$ cat config.mk
export PLATFORM = sky130hd
export DESIGN_NAME = serial_add_sub
export DESIGN_NICKNAME = d
export VERILOG_FILES = /design/src/rtl/serial_add_sub.sv
export SDC_FILE = /design/constraint.sdc
export NUM_CORES = 1
export LEC_CHECK = 0
export BUFFER_PORTS_ARGS = -buffer_cell sky130_fd_sc_hd__buf_2
export CORE_MARGIN = 2
export CORE_UTILIZATION = 45
export DETAILED_ROUTE_END_ITERATION = 10
export GPL_ROUTABILITY_DRIVEN = 0
export PLACE_DENSITY = 0.79
export SYNTH_ARGS = -nofsm -noshare
export SYNTH_HDL_FRONTEND = slang
export SYNTH_SLANG_ARGS = --single-unit
$ cat constraint.sdc
create_clock -name clk -period 1.73 [get_ports clk]
set_input_delay 0.2595 -clock clk [delete_from_list [all_inputs] [get_ports clk]]
set_output_delay 0.2595 -clock clk [all_outputs]
set_load 0.05 [all_outputs]
$ cat src/rtl/serial_add_sub.sv
// serial_add_sub: bit-serial adder/subtractor using one full-adder cell over WIDTH cycles.
// Subtraction is a + ~b + 1, with the +1 supplied as the initial carry.
module serial_add_sub #(
    parameter int WIDTH = 4
) (
    input  logic             clk,
    input  logic             rst,
    input  logic             start,
    input  logic             mode,
    input  logic [WIDTH-1:0] a,
    input  logic [WIDTH-1:0] b,
    output logic [WIDTH-1:0] sum,
    output logic             finalcarry,
    output logic             overflow,
    output logic             busy,
    output logic             done
);
    localparam int CW = $clog2(WIDTH + 1);

    typedef enum logic [1:0] {IDLE, RUN, DONE} state_t;

    state_t           r_state, w_next;
    logic [WIDTH-1:0] r_a, r_b, r_ps;
    logic             r_c;
    logic [CW-1:0]    r_cnt;
    logic             w_s, w_co, w_last;

    assign w_s    = r_a[0] ^ r_b[0] ^ r_c;
    assign w_co   = (r_a[0] & r_b[0]) | (r_c & (r_a[0] ^ r_b[0]));
    assign w_last = r_cnt == CW'(WIDTH - 1);

    always_ff @(posedge clk) begin
        if (rst) r_state <= IDLE;
        else     r_state <= w_next;
    end

    always_comb begin
        w_next = r_state == IDLE ? (start ? RUN : IDLE) :
                 r_state == RUN  ? (w_last ? DONE : RUN) : IDLE;
        busy   = r_state != IDLE;
        done   = r_state == DONE;
    end

    always_ff @(posedge clk) begin
        if (rst) begin
            r_a        <= '0;
            r_b        <= '0;
            r_ps       <= '0;
            r_c        <= 1'b0;
            r_cnt      <= '0;
            sum        <= '0;
            finalcarry <= 1'b0;
            overflow   <= 1'b0;
        end else if (r_state == IDLE && start) begin
            r_a   <= a;
            r_b   <= mode ? ~b : b;
            r_c   <= mode;
            r_cnt <= '0;
        end else if (r_state == RUN) begin
            r_a   <= r_a >> 1;
            r_b   <= r_b >> 1;
            r_c   <= w_co;
            r_ps  <= {w_s, r_ps[WIDTH-1:1]};
            r_cnt <= r_cnt + CW'(1);
            // r_c here is the carry into the MSB, so overflow is carry-in ^ carry-out
            if (w_last) begin
                sum        <= {w_s, r_ps[WIDTH-1:1]};
                finalcarry <= w_co;
                overflow   <= r_c ^ w_co;
            end
        end
    end
endmodule

==> impl_metrics.tcl <==
set metrics [dict create \
    status "complete, no violations" \
    grt_overflow_total 0 \
    layoutNonFillerInstCount 161 \
    dpl_cell_area_mm2 0.00113 \
    finClkSkew_ps 9.84 \
    crit_family "flip-flops" \
    clockBufferDepth 2 \
    postLayoutCellArea_mm2 0.00116 \
    max_cap_violations 0 \
    cts-hold-fix-buffers 0 \
    syn-num-nets 134 \
    synthAdderAreaFrac_pct 4.27 \
    routed_wl_mm 1.92 \
    p_leak_nw 0.495 \
    firstDrtPassIters 4 \
    endpoint_kind "output port" \
    cpMaxStageDelayCell "dfxtp_1" \
    tightest_slew_ps 496 \
    worstPathBufferInverterCount 2 \
    critical_path_required_ps 1470 \
    layout_commonest_cell "dfxtp_1" \
    grt_pass1_vias 727 \
    cts_resized 0 \
    max_freq_mhz 631 \
    core_area_mm2 0.00221 \
    hpwl_mm 1.42 \
    synth.mux.area_fraction_pct 0.948 \
    ys_ff_latch 23 \
    hp-class "primary input to flip-flop" \
    htreeDepth 1 \
    cts_made_buffers 3 \
    synth_top_family_by_area "simple AND/OR/NAND/NOR gates" \
    n_antenna_cell 0 \
    drcViolationCount 0 \
    start_kind "flip-flop" \
    area_growth_pct 10.1 \
    fin_nets 149 \
    total_power_mw 0.963 \
    cpPeakStageDelay_ps 500 \
    setup_viol 0 \
    synth_compound_area_share_pct 15.8 \
    vias 830 \
    synthXorXnorAreaFrac_pct 4.98 \
    peakVddDrop_v 0.000648 \
    wl_per_cell_um 11.9 \
    fp.dieArea_mm2 0.00275 \
    die_x_um 52.4 \
    grt_setup_unrepaired "false" \
    clk_pin_slew_ps 130 \
    fin_crit_sh_pct 91.7 \
    powerDensity_mw_per_mm2 829 \
    yosysSeqAreaShare_pct 43.6 \
    io_buffers 19 \
    synth_cell_type_count 30 \
    clock-sinks 23 \
    drt_iter0_drc 5 \
    ys.flop_type "dfxtp_1" \
    syn_inst 119 \
    drive_above_1_share_pct 22.6 \
    clk_latency_ps 310 \
    yosysWarnings 0 \
    crit_path_cell_trace "inv_1 > nor2_1 > buf_2" \
    grt_max_degree 26 \
    postCtsSetupBuffers 0 \
    cp.arrival_ps 1330 \
    slew_viol_final 0 \
    period_needed_ps 1590 \
    hold_viol 0 \
    synth_area_mm2 0.00106 \
    final_cell_mix "dfxtp_1, buf_2, nand2_1, a21oi_1, nor2_1" \
    clock-root-buffer "clkbuf_4" \
    ios 20 \
    die_y_um 52.4 \
    detail-route-antenna-nets 0 \
    antenna_found_initial 0 \
    dp.cells 157 \
    cts_tree "yes" \
    vias_per_cell 5.16 \
    grt_use_total_pct 15.8 \
    setup-tns-final_ps 0 \
    syn_avg_cell_area_um2 8.87 \
    path_max_fanout 8 \
    slew_headroom_pct 67.0 \
    yosys.area_share.simple_pct 24.5 \
    crit_type "flip-flop to output port" \
    grt_pass1_wl_mm 3.15 \
    initial_utilization_pct 47.7 \
    async_flop_share_pct 0 \
    num_rows 17 \
    synth_edf_count 0 \
]
[worst reg2reg max path: stages, from the launching register on]
cell and delay [ps]:
dfxtp_1 370, ha_1 160, ha_1 330, nand3b_1 270
nand2_1 140, a21oi_1 70
[final cells by class]
class | instances | area (um2)
fillers | 219 | 1050
multi-input cells | 84 | 533
flip-flops and latches | 23 | 460
repair buffers | 19 | 95.1
well taps | 28 | 35.0
clock buffers | 3 | 22.5
inverters | 3 | 11.3
clock inverters | 1 | 5.00
[synth_stat cells, types with 2 or more instances]
cell	instances	area share (%)
nand3_1	7	3.3
o22ai_1	2	1.2
nor3_2	3	2.8
xnor2_1	4	3.3
nor3_1	2	0.95
clkbuf_1	3	1.1
buf_2	2	0.95
a21oi_1	13	6.2
xor2_1	2	1.7
a211oi_1	4	2.8
inv_1	3	1.1
dfxtp_1	23	44
nor2_1	10	3.6
nand2_1	17	6.0
and3_1	3	1.8
a211o_1	3	2.5
nand2b_1	3	1.8
buf_4	2	1.4
ha_1	2	2.4
[where the power goes]
part           total [mW]  leakage, nW  switching, mW  internal, mW
registers           0.577        0.188         0.0212         0.556
clock network       0.243       0.0177          0.157        0.0862
logic               0.143        0.290         0.0817        0.0615
[metal layers]
metal	global-route usage, %	part of all wire [%]	vias to the layer above
li1	-	-	434
met1	18.6	49	373
met2	26.7	46	21
met3	6.00	4.2	2
met4	3.85	0.68	0
met5	0	0	-
[stage by stage]
step	setup slack [ps]	utilization, %	hold WS (ps)
6_report	144	52.5	189
3_3_place_gp	308	51.3	436
2_1_floorplan	276	-	400
4_1_cts	125	52.5	179
5_1_grt	29.3	52.5	188
3_5_place_dp	270	51.3	445
[worst paths after layout]
kind                            startpoint  cells after the start  slack (ps)         end
worst max-delay path            r_state[1]                      3         140        done
worst min-delay path                  a[3]                      3         190      r_a[3]
worst max register to register    r_cnt[0]                      5         280      sum[1]
worst min register to register  finalcarry                      2         460  finalcarry
[sequential cells by signal, summed over array words and instances, names as in the netlist]
register / flops
finalcarry: 1
r_state: 2
r_c: 1
sum: 4
r_b: 4
r_ps: 3
r_cnt: 3
overflow: 1
r_a: 4
[kinds of logic after synthesis]
kind of cell	after synthesis
DFF	23
muxes	1
adders and majority gates	3
buffers and inverters	12
xor gates and xnor gates	6
AOI/OAI and AO/OA	25
and+or+nand+nor	49
(Power assumes the default switching activity.)
